<file path="config.mk">
export PLATFORM = sky130hd
export DESIGN_NAME = wave_capture_buffer
export DESIGN_NICKNAME = d
export VERILOG_FILES = /design/src/rtl/wave_capture_buffer.sv
export SDC_FILE = /design/constraint.sdc
export NUM_CORES = 1
export LEC_CHECK = 0
export BUFFER_PORTS_ARGS = -buffer_cell sky130_fd_sc_hd__buf_4
export CORE_MARGIN = 1.5
export CORE_UTILIZATION = 30
export CTS_CLUSTER_SIZE = 10
export DETAILED_ROUTE_END_ITERATION = 8
export PLACE_DENSITY = 0.54
export SYNTH_ARGS = -nofsm -noshare
export SYNTH_HDL_FRONTEND = slang
export SYNTH_SLANG_ARGS = --single-unit
</file>
<file path="constraint.sdc">
create_clock -name clk -period 2.8 [get_ports clk]
set_clock_uncertainty 0.05 [all_clocks]
set_input_delay 0.56 -clock clk [delete_from_list [all_inputs] [get_ports clk]]
set_output_delay 0.56 -clock clk [all_outputs]
set_load 0.02 [all_outputs]
</file>
<file path="src/rtl/wave_capture_buffer.sv">
// rtl/wave_capture_buffer.sv - zero-crossing triggered capture into a ping-pong display RAM
module wave_capture_buffer #(
  parameter int SAMPLE_WIDTH = 16,
  parameter int DEPTH_LOG2   = 8,
  parameter int OUT_WIDTH    = 8
) (
  input  logic                    clk,
  input  logic                    reset,
  input  logic                    new_sample_ready,
  input  logic [SAMPLE_WIDTH-1:0] new_sample_in,
  input  logic                    wave_display_idle,
  output logic [DEPTH_LOG2:0]     write_address,
  output logic                    write_enable,
  output logic [OUT_WIDTH-1:0]    write_sample,
  output logic                    read_index,
  output logic [1:0]              capture_state
);

  typedef enum logic [1:0] {
    S_ARMED  = 2'd0,
    S_ACTIVE = 2'd1,
    S_WAIT   = 2'd2
  } state_t;

  // Flipping the top bit turns two's complement into offset binary for the display.
  localparam logic [OUT_WIDTH-1:0] MSB_FLIP = OUT_WIDTH'(1) << (OUT_WIDTH - 1);

  state_t                  state;
  logic [DEPTH_LOG2-1:0]   count;
  logic [SAMPLE_WIDTH-1:0] prev_sample;
  logic                    trigger;
  logic [OUT_WIDTH-1:0]    converted;

  // Rising zero crossing: previous sample negative, current one zero or positive.
  assign trigger   = new_sample_ready && prev_sample[SAMPLE_WIDTH-1] && !new_sample_in[SAMPLE_WIDTH-1];
  assign converted = new_sample_in[SAMPLE_WIDTH-1 -: OUT_WIDTH] ^ MSB_FLIP;

  // The state register is itself the registered state output.
  assign capture_state = state;

  // Capture FSM: arm on a crossing, fill one half, then swap halves once the display is idle.
  always_ff @(posedge clk) begin
    if (reset) begin
      state         <= S_ARMED;
      count         <= '0;
      prev_sample   <= '0;
      read_index    <= 1'b0;
      write_enable  <= 1'b0;
      write_address <= '0;
      write_sample  <= '0;
    end else begin
      write_enable <= 1'b0;
      if (new_sample_ready) begin
        prev_sample <= new_sample_in;
      end
      case (state)
        S_ARMED: begin
          if (trigger) begin
            write_enable  <= 1'b1;
            write_address <= {~read_index, {DEPTH_LOG2{1'b0}}};
            write_sample  <= converted;
            count         <= DEPTH_LOG2'(1);
            state         <= S_ACTIVE;
          end
        end
        S_ACTIVE: begin
          if (new_sample_ready) begin
            write_enable  <= 1'b1;
            write_address <= {~read_index, count};
            write_sample  <= converted;
            count         <= count + 1'b1;
            if (&count) begin
              state <= S_WAIT;
            end
          end
        end
        S_WAIT: begin
          // Strobes here only refresh prev_sample; the window is complete.
          if (wave_display_idle) begin
            read_index <= ~read_index;
            state      <= S_ARMED;
          end
        end
        default: begin
          state <= S_ARMED;
        end
      endcase
    end
  end

endmodule

</file>
# Word level (Yosys, flattened, before mapping)
# Index checks and enable logic that the tools add are counted.
dict set report word_totals {
  reg_bits 45
  input_bits 20
  out_inout_bits 21
}
dict set report classes {
  bitwise_logic 2
  add_sub_neg 1
  reduce_logical 9
  eq_ne 6
  muxes 17
}
# op count
set ops {}
lappend ops {{two-way mux 8 bit} 4}
lappend ops {{case mux 8 bit (2 select lines)} 2}
lappend ops {{two-way mux 9 bit} 2}
lappend ops {{case mux 9 bit (2 select lines)} 1}
lappend ops {{adder 8 x 1 -> 8 bit (second input constant)} 1}
lappend ops {{two-way mux 2 bit} 4}
lappend ops {{inequality test 2 bit (second input constant)} 4}
lappend ops {{AND reduction 8 bit} 1}
lappend ops {{case mux 2 bit (3 select lines)} 1}
lappend ops {{AND reduction 4 bit} 1}
lappend ops {{AND reduction 3 bit} 1}
lappend ops {{== test 2 x 1 -> 1 bit (second input constant)} 1}
lappend ops {{== test 2 bit (second input constant)} 1}
lappend ops {{logical AND 1 bit} 2}
lappend ops {{logical NOT 2 bit} 1}
lappend ops {{two-way mux 1 bit} 2}
lappend ops {{NOT 1 bit} 2}
lappend ops {{case mux 1 bit (2 select lines)} 1}
lappend ops {{AND reduction 2 bit} 1}
lappend ops {{nonzero test 2 bit} 1}
lappend ops {{logical NOT 1 bit} 1}

# Depth between registers and ports, before layout
# Gate-level depths: netlist (run 1).
dict set report logic_depth {
  depth_word 4
  ltp_mapped 6
  depth_no_buf 5
}

# Least setup slack after synthesis (run 1)
# Ideal clock, no wire load.
dict set report synth_path {
  path_type {input -> register}
  startpoint {in new_sample_in[15]}
  endpoint {reg count[4]}
  path_buffers 2
  setup_ns 0.088
  stages 6
  t_arrival_ns 1.417
  path_slack_ns 1.244
  path_cell_list {nor2b_1 > buf_2 > o21ba_4 > buf_6 > a41oi_2 > a311oi_2}
}
dict set report synth_via {
  elab_chain_len 4
}
# element line_no
set synth_rtl {}
lappend synth_rtl {{from (decl)} 10} ;# input logic [SAMPLE_WIDTH-1:0] new_sample_in,
lappend synth_rtl {{logical NOT 1 bit} 35} ;# assign trigger = new_sample_ready && prev_sample[SAMPLE_WIDTH-1] && !new_sample_in[SAMPLE_WIDTH-1];
lappend synth_rtl {{logical AND 1 bit} 35}
lappend synth_rtl {{inequality test 2 bit (no source line)} -}
lappend synth_rtl {{AND reduction 3 bit (no source line)} -}
lappend synth_rtl {{to (signal assigned)} 71} ;# count <= count + 1'b1;
lappend synth_rtl {{to (decl)} 29} ;# logic [DEPTH_LOG2-1:0] count;
# No other way between the ends.
# A chain may end at the register's enable or synchronous reset.

# Worst setup path in the final report (run 1)
# Ends and elaborated chain as after synthesis.

==> results of run 1 <==
-- state kept, by name, summed over array words and instances (netlist names) --
name	flops
write_sample	8
write_enable	1
read_index	1
write_address	9
prev_sample	1
capture_state	2
count	8
-- per-layer routing --
layer  share of wire (%)  routed length [um]  vias to the layer above  global-route usage [%]
met3                 4.8                 133                        2                    4.73
met2                  46                1280                       24                    21.0
li1                    -                   -                      542                       -
met1                  48                1330                      490                    17.5
met4                0.58                  16                        0                    4.59
met5                   0                   0                        -                       0
-- cell families after synthesis --
family	count (synthesis)
AND/OR/NAND/NOR	60
AO/OA/AOI/OAI	32
flip-flops	30
buffers and inverters	9
XOR/XNOR	6
multiplexers	1
adder cells (fa/ha/maj)	1
-- worst paths after layout --
path	startpoint	end	slack [ns]	depth (start not counted)
worst min register to register	write_address[2]	write_address[2]	0.40	2
worst min-delay path	write_address[2]	write_address[2]	0.40	2
worst max register to register	prev_sample[15]	count[4]	0.97	4
worst max-delay path	new_sample_in[15]	count[4]	0.91	5
-- final cells by class --
type                       instances  area [sq um]  share of cell area (%)
inverter                           1          3.75                   0.236
timing repair buffer              32           240                    15.1
tap                               50          62.6                    3.93
sequential                        30           601                    37.7
multi-input combinational        100           572                    35.9
clock buffer                       6          82.6                    5.19
clock inverter                     1          30.0                    1.89
-- worst max-delay path, delay by kind of cell --
| kind | cells | cell delay (ns) |
|---|---|---|
| simple gates | 1 | 0.54 |
| compound gates | 3 | 0.80 |
| buf+inv | 1 | 0.12 |
-- per-stage QoR --
| step | instance area, sq um | instances | hold slack [ns] | utilization [%] |
|---|---|---|---|---|
| floorplan | 1220 | 139 | 0.402 | - |
| global placement | 1480 | 213 | 0.392 | 37.5 |
| detailed placement | 1480 | 213 | 0.397 | 37.5 |
| CTS | 1590 | 220 | 0.406 | 40.4 |
| global route | 1590 | 220 | 0.422 | 40.4 |
| finish | 1590 | 220 | 0.403 | 40.4 |
-- Yosys cell counts, drive strengths merged --
master and instances:
a2111oi 1, a21o 1, a21oi 18, a311oi 2
a41oi 1, and3 1, and3b 1, and4 1
and4b 1, buf 5, clkbuf 3, dfxtp 30
ha 1, inv 1, mux2i 1, nand2 26
nand2b 2, nand3 11, nand4b 1, nor2 15
nor2b 1, o2111ai 1, o211ai 3, o21ai 2
o21ba 1, o21bai 1, o41ai 1, xor2 6
-- power breakdown --
part | internal [W] | total [W] | switching (W)
Clock | 0.000284 | 0.000440 | 0.000155
Combinational | 0.0000233 | 0.0000558 | 0.0000326
Sequential | 0.000433 | 0.000438 | 0.00000457
Total | 0.000741 | 0.000933 | 0.000192
-- layout by cell type, fill, tap and decap left out, drive strengths merged --
| master | instances |
|---|---|
| a21oi | 18 |
| clkbuf | 6 |
| o2111ai | 1 |
| xor2 | 6 |
| and3b | 1 |
| ha | 1 |
| buf | 32 |
| nand4b | 1 |
| o211ai | 3 |
| nand2 | 26 |
| dfxtp | 30 |
| a2111oi | 1 |
| bufinv | 1 |
| nand3 | 11 |
| o21bai | 1 |
| nand2b | 2 |
| mux2i | 1 |
| a311oi | 2 |
| and4b | 1 |
| nor2b | 1 |
| a21o | 1 |
| o41ai | 1 |
| o21ai | 2 |
| a41oi | 1 |
| and4 | 1 |
| and3 | 1 |
| inv | 1 |
| nor2 | 15 |
| o21ba | 1 |
==> run metrics, run 1 <==
status completed; cells along the critical path buf_4 -> nor2b_1 -> o21ba_4 -> a41oi_2 -> a311oi_2; synthesized area 1220 sq um; Area contributors post-synth dfxtp_1, nand2_1, a21oi_1; Leak Pwr 0.618 nW; critical path arrival 2.02 ns; count of mapped cells out of synthesis 139; fraction of layout instances using a drive strength above 1 25.9%; share of cell area taken by muxes after synthesis 0.820%; total count of max-transition violations in the final report 0; number of standard-cell rows in the floorplan 23; fin nets 191; port bufs 32; count of boundary I/O pins 41; TritonCTS Buffers 5; # diodes 0; DRT iter0 DRCs 55; Setup WS pre-CTS 0.697 ns; number of hold-slack violations in the final timing report 0; starting utilization of the core area 31.0%; count of fill cells added during filler insertion 393; Max VDD drop 0.000486 V; Yosys top cell by area dfxtp_1; clock transition at the register clock pins on the worst setup and hold paths after CTS 0.06 ns; setup repair after global routing missed its margin no; antenna violations before repair 0; global-route wire length before repair 4.52 mm; Setup Viol. Count Final 0; Wirelength per Cell 12.5 um; post-synthesis to final-layout area growth 30.3%; DRC errors left 0; crit path max fanout 20; worst skew pair latency 0.28 ns; Worst slew margin 50.6%; maximum single-stage delay on the critical path 0.54 ns; critical setup path kind input pin to flip-flop; fraction of the yosys area taken by sequential cells 49.2%; clock tree from TritonCTS built; syn avg cell area 8.79 sq um; Post-CTS Repair Setup Buffers 0; chip width 66.8 um; area share of the leading cell type in the synthesized netlist 49.2%; max-cap check violation count 0; minimum setup slack in the final design 0.915 ns; placer congestion estimate 0.703; parity-gate share of the synthesized area counting xor and xnor cells 4.30%; length of the first detailed-routing pass in iterations 4; post-route minimum period 1.89 ns; setup total negative slack 0 ns; die height 66.8 um; total congestion overflow 0; maximum clock rate 530 MHz; via count of the first global-routing pass 1005; cell area power density 586 nW/um^2; Avg Vias per Cell 4.81; HP Class flip-flop to flip-flop; Critical Path End Type flip-flop; count of H-tree levels built during CTS 2; area of the die 4460 sq um; Critical-path top delay cell nor2b_1; post-detailed-route count of antenna-violating nets 0; Clock Sinks 30; data required time of the critical path 2.94 ns; area share of fa/ha/maj cells after synthesis 1.02%; hold_buf cts 0; cell at the root of the clock tree clkbuf_8; number of unique standard cell types used by synthesis 32; sum of routed wire length over all layers 2.76 mm; post-route clock period utilization 67.3%; DPL Wire Length 1.90 mm; transition time at the pin with the least slew margin 0.740 ns; largest family of logic cells by synthesized area simple AND/OR/NAND/NOR gates; PnR Total Power 0.000933 W; synthesis-stage register bit count 30; compound-cell area share of the yosys netlist 18.3%; vias after detailed routing 1058; pin count of the biggest net entering global routing 27; number of gates resized after cts 0; area share of and/or/nand/nor cells after synthesis 22.3%; startpoint types input pin; Yosys warning count 0; synthesized netlist net count 160; Global Route Usage Sum 13.5%; deepest clock path buffer count 2; core area 3940 sq um
No activity file was read; power rests on OpenSTA's default activity.
==> run 2: changes to the inputs <==
Clock period 2.8 ns to 1.85 ns, I/O delays scaled along.
==> run metrics, run 2 (synthesis gave the netlist of run 1 again) <==
vias after detailed routing 1070 (+1.1%); deepest clock path buffer count 2 (unchanged); cells along the critical path inv_1 -> nor2_2 -> nand3_1 -> a21oi_1; number of hold-slack violations in the final timing report 0 (unchanged); Critical-path top delay cell dfxtp_1; Setup Viol. Count Final 0 (unchanged); global-route wire length before repair 4.35 mm (-3.7%); final worst hold slack 0.263 ns (-0.140 ns); sum of routed wire length over all layers 2.69 mm (-2.4%); wire length on met2 1.24 mm (-3.4%); length of the first detailed-routing pass in iterations 4 (unchanged); DRT iter0 DRCs 80 (+45%); DPL Wire Length 1.88 mm (-1.0%); uppermost metal layer occupied by signal nets met4; most common cell after layout, fill and taps aside buf_4; Global Route Usage Sum 13.1% (-0.45 points); count of boundary I/O pins 41 (unchanged); commonest non-fill, non-tap cells in the layout buf_4, dfxtp_1, nand2_1; Worst slew margin 69.0% (+18 points); core area 3940 sq um (unchanged); PnR Total Power 0.00129 W (+38%); number of standard-cell rows in the floorplan 23 (unchanged); hold_buf cts 0 (unchanged); Leak Pwr 0.622 nW (+0.79%); Max VDD drop 0.000455 V (-6.4%); port bufs 32 (unchanged); number of gates resized after cts 0 (unchanged); max-cap check violation count 0 (unchanged); transition time at the pin with the least slew margin 0.464 ns (-0.276 ns); number of flip-flops under the largest register name 9 (unchanged); post-route clock period utilization 84.8%; Wirelength per Cell 12.0 um (-4.1%); startpoint types flip-flop; clock tree from TritonCTS built; data required time of the critical path 2.01 ns (-0.93 ns); crit path max fanout 13 (-35%); wl on met1 1.29 mm (-2.9%); worst skew pair latency 0.28 ns (about the same); post-synthesis to final-layout area growth 30.7%; total count of max-transition violations in the final report 0 (unchanged); via count of the first global-routing pass 929 (-7.6%); cell area power density 808 nW/um^2 (+38%); Clock Sinks 30 (unchanged); status completed; Reg with most FFs write_address; die height 66.8 um (unchanged); routed wl met3 139 um (+4.5%); critical setup path kind flip-flop to flip-flop; Post-CTS Repair Setup Buffers 0 (unchanged); chip width 66.8 um (unchanged); TritonCTS Buffers 5 (unchanged); Critical Path End Type flip-flop; final core area utilization 40.5% (+0.13 points); Avg Vias per Cell 4.78 (-0.67%); starting utilization of the core area 31.0% (unchanged); total congestion overflow 0 (unchanged); post-route minimum period 1.57 ns; antenna violations before repair 0 (unchanged); DRC errors left 0 (unchanged); Regs by FF count write_address: 9 flops, count: 8 flops, write_sample: 8 flops; critical path arrival 1.73 ns (-0.29 ns); setup repair after global routing missed its margin no; setup total negative slack 0 ns (unchanged); placer congestion estimate 0.717 (+1.9%); maximum single-stage delay on the critical path 0.60 ns (+0.06 ns); post-detailed-placement cell area 1500 sq um (+1.5%); pin count of the biggest net entering global routing 27 (unchanged); count of H-tree levels built during CTS 2 (unchanged); count of fill cells added during filler insertion 395 (+0.51%); maximum clock rate 637 MHz; area of the die 4460 sq um (unchanged); fin nets 194 (+1.6%); cell area after layout 1600 sq um (+0.31%); fraction of layout instances using a drive strength above 1 27.6% (+1.7 points); post-detailed-route count of antenna-violating nets 0 (unchanged); HP Class input pin to flip-flop; cell at the root of the clock tree clkbuf_8; # diodes 0 (unchanged); clock transition at the register clock pins on the worst setup and hold paths after CTS 0.07 ns (about the same)
-- run 2: changes by cell type in the layout (fill, tap and decap cells not counted), sizes merged --
| cell | previous run | this run |
|---|---|---|
| clkinv | 0 | 1 |
| buf | 32 | 35 |
| bufinv | 1 | 0 |
| clkinvlp | 0 | 1 |
-- run 2: area by class of cell --
| class | instances | area (sq um) | share of cell area [%] |
|---|---|---|---|
| clock buffers | 6 | 82.6 | 5.17 |
| clock inverters | 2 | 12.5 | 0.784 |
| inverters | 1 | 3.75 | 0.235 |
| multi-input cells | 100 | 572 | 35.8 |
| flip-flops and latches | 30 | 601 | 37.6 |
| well taps | 50 | 62.6 | 3.92 |
| repair buffers | 35 | 263 | 16.5 |
-- run 2: worst max-delay path, delay by kind of cell (launching register included) --
kind,cells,cell delay [ns]
DFF,1,0.60
and+or+nand+nor,2,0.53
AOI/OAI and AO/OA,1,0.16
buffers and inverters,1,0.15
-- run 2: through the flow --
stage / cells / setup WS (ns)
6_report: 224 / 0.280
5_1_grt: 224 / 0.0822
2_1_floorplan: 139 / 0.406
3_3_place_gp: 216 / 0.297
3_5_place_dp: 216 / 0.288
4_1_cts: 224 / 0.290
-- run 2: where the power goes --
| group | internal (W) | total (W) | switching [W] |
|---|---|---|---|
| combinational | 0.0000383 | 0.0000874 | 0.0000491 |
| sequential | 0.000655 | 0.000662 | 0.00000692 |
| clock | 0.000298 | 0.000540 | 0.000241 |
| total | 0.000992 | 0.00129 | 0.000297 |
-- run 2: routing by layer --
layer  vias up  GRT usage [%]
li1        546              -
met1       496           17.8
met2        23           19.5
met3         5           4.05
met4         0           4.59
met5         -              0
-- run 2: final timing paths --
| path | to | slack (ns) | cells after the start | startpoint |
|---|---|---|---|---|
| setup / recovery | write_address[7] | 0.28 | 4 | capture_state[0] |
| hold / removal | write_sample[7] | 0.26 | 2 | new_sample_in[15] |
| setup reg to reg | write_address[7] | 0.28 | 4 | capture_state[0] |
| hold reg to reg | write_sample[6] | 0.40 | 2 | write_sample[6] |
==> run 3: changes to the inputs <==
Clock period 1.85 ns to 1.5 ns, I/O delays scaled along.
==> run metrics, run 3 (synthesis gave the netlist of run 1 again) <==
area of the die 4460 sq um (unchanged); Reg with most FFs write_address; global-route wire length before repair 4.53 mm (+4.0%); setup repair after global routing missed its margin no; length of the first detailed-routing pass in iterations 4 (unchanged); TritonCTS Buffers 5 (unchanged); critical setup path kind flip-flop to flip-flop; count of H-tree levels built during CTS 2 (unchanged); worst skew pair latency 0.27 ns (about the same); cell family with the largest share of critical-path delay compound AO/OA/AOI/OAI gates; post-synthesis to final-layout area growth 37.3%; Avg Vias per Cell 4.75 (-0.61%); commonest non-fill, non-tap cells in the layout buf_4, dfxtp_1, nand2_1; HP Class input pin to flip-flop; Worst slew margin 71.9% (+2.9 points); area of combinational cells with multiple inputs 579 sq um (+1.3%); Setup Viol. Count Final 0 (unchanged); maximum single-stage delay on the critical path 0.34 ns (-0.26 ns); fraction of layout instances using a drive strength above 1 30.0% (+2.4 points); DRT iter0 DRCs 60 (-25%); Buf/Inv on CP 0 (-1); Post-CTS Repair Setup Buffers 0 (unchanged); transition time at the pin with the least slew margin 0.420 ns (-0.0436 ns); cell at the root of the clock tree clkbuf_8; Wirelength per Cell 11.5 um (-4.2%); Max VDD drop 0.000420 V (-7.8%); number of gates resized after cts 1 (+1); count of boundary I/O pins 41 (unchanged); net switching power 0.000345 W (+16%); post-route clock period utilization 93.3% (+8.5 points); deepest clock path buffer count 2 (unchanged); hold_buf cts 0 (unchanged); total count of max-transition violations in the final report 0 (unchanged); antenna violations before repair 0 (unchanged); sum of routed wire length over all layers 2.65 mm (-1.6%); # diodes 0 (unchanged); fraction of power spent switching nets 20.7% (-2.4 points); post-detailed-route count of antenna-violating nets 0 (unchanged); maximum clock rate 715 MHz (+12%); register-to-register setup slack 0.10 ns (-0.18 ns); post-detailed-placement cell area 1560 sq um (+3.8%); internal power 0.00132 W (+33%); max-cap check violation count 0 (unchanged); number of standard-cell rows in the floorplan 23 (unchanged); placer congestion estimate 0.716 (-0.14%); proportion of power drawn by the clock network 44.2% (+2.3 points); Leak Pwr 0.671 nW (+7.8%); Global Route Usage Sum 13.5% (+0.41 points); starting utilization of the core area 31.0% (unchanged); clock tree from TritonCTS built; chip width 66.8 um (unchanged); sequential group share of total power 48.9% (-2.5 points); pin count of the biggest net entering global routing 27 (unchanged); die height 66.8 um (unchanged); DRC errors left 0 (unchanged); DPL Wire Length 1.91 mm (+2.0%); Regs by FF count write_address: 9 flops, count: 8 flops, write_sample: 8 flops; total congestion overflow 0 (unchanged); post-route minimum period 1.40 ns (-0.170 ns); critical path arrival 1.53 ns (-0.20 ns); core area 3940 sq um (unchanged); data required time of the critical path 1.63 ns (-0.38 ns); sequential cell area in the final layout 601 sq um (unchanged); vias after detailed routing 1092 (+2.1%); number of hold-slack violations in the final timing report 0 (unchanged); combinational share of power 6.9% (about the same); PnR Total Power 0.00167 W (+29%); count of fill cells added during filler insertion 401 (+1.5%); cells along the critical path ha_1 -> and3b_1 -> o21ai_0 -> nor2_1 -> a311oi_2; fin nets 200 (+3.1%); cell area after layout 1680 sq um (+5.0%); cell area power density 995 nW/um^2 (+23%); Critical Path End Type flip-flop; most common cell after layout, fill and taps aside buf_4; via count of the first global-routing pass 1012 (+8.9%); final core area utilization 42.5% (+2.0 points); Critical-path top delay cell dfxtp_1; startpoint types flip-flop; clock transition at the register clock pins on the worst setup and hold paths after CTS 0.06 ns (about the same); port bufs 32 (unchanged); Clock Sinks 30 (unchanged); status completed; crit path max fanout 4 (-9); number of flip-flops under the largest register name 9 (unchanged)
run 3: stage by stage:
| step | instances | hold WS, ns | worst slack, ns | TNS, ns |
|---|---|---|---|---|
| finish | 230 | 0.194 | 0.101 | 0 |
| global route | 230 | 0.200 | 0.00282 | 0 |
| CTS | 230 | 0.185 | 0.0842 | 0 |
| detailed placement | 222 | 0.397 | -0.0850 | -0.972 |
| global placement | 222 | 0.391 | -0.0718 | -0.911 |
| floorplan | 139 | 0.359 | 0.0564 | 0 |
run 3: power by group through the flow:
stage / combinational (W) / sequential (W) / clock [W]
after floorplan: 0.0000515 / 0.000842 / 0
after global placement: 0.000113 / 0.000833 / 0
after detailed placement: 0.000115 / 0.000833 / 0
after CTS: 0.000118 / 0.000816 / 0.000760
after global routing: 0.000127 / 0.000817 / 0.000803
final: 0.000116 / 0.000816 / 0.000737
run 3: final timing paths:
path                     start                to  cells past startpoint
max                   count[0]          count[4]                      5
min          new_sample_in[15]   write_sample[7]                      2
max reg2reg           count[0]          count[4]                      5
min reg2reg   write_address[4]  write_address[4]                      2
run 3: cell type report:
cell class / instances / share of cell area (%)
Tap cell: 50 / 3.73
Inverter: 1 / 0.224
Sequential cell: 30 / 35.8
Timing Repair Buffer: 41 / 19.1
Clock buffer: 8 / 6.57
Multi-Input combinational cell: 100 / 34.6
run 3: routing by layer:
metal / track usage, % / part of all wire [%] / vias up
met2: 20.6 / 47 / 28
met3: 4.22 / 5.2 / 2
met5: 0 / 0 / -
met1: 17.6 / 47 / 499
met4: 5.36 / 0.64 / 0
li1: - / - / 563
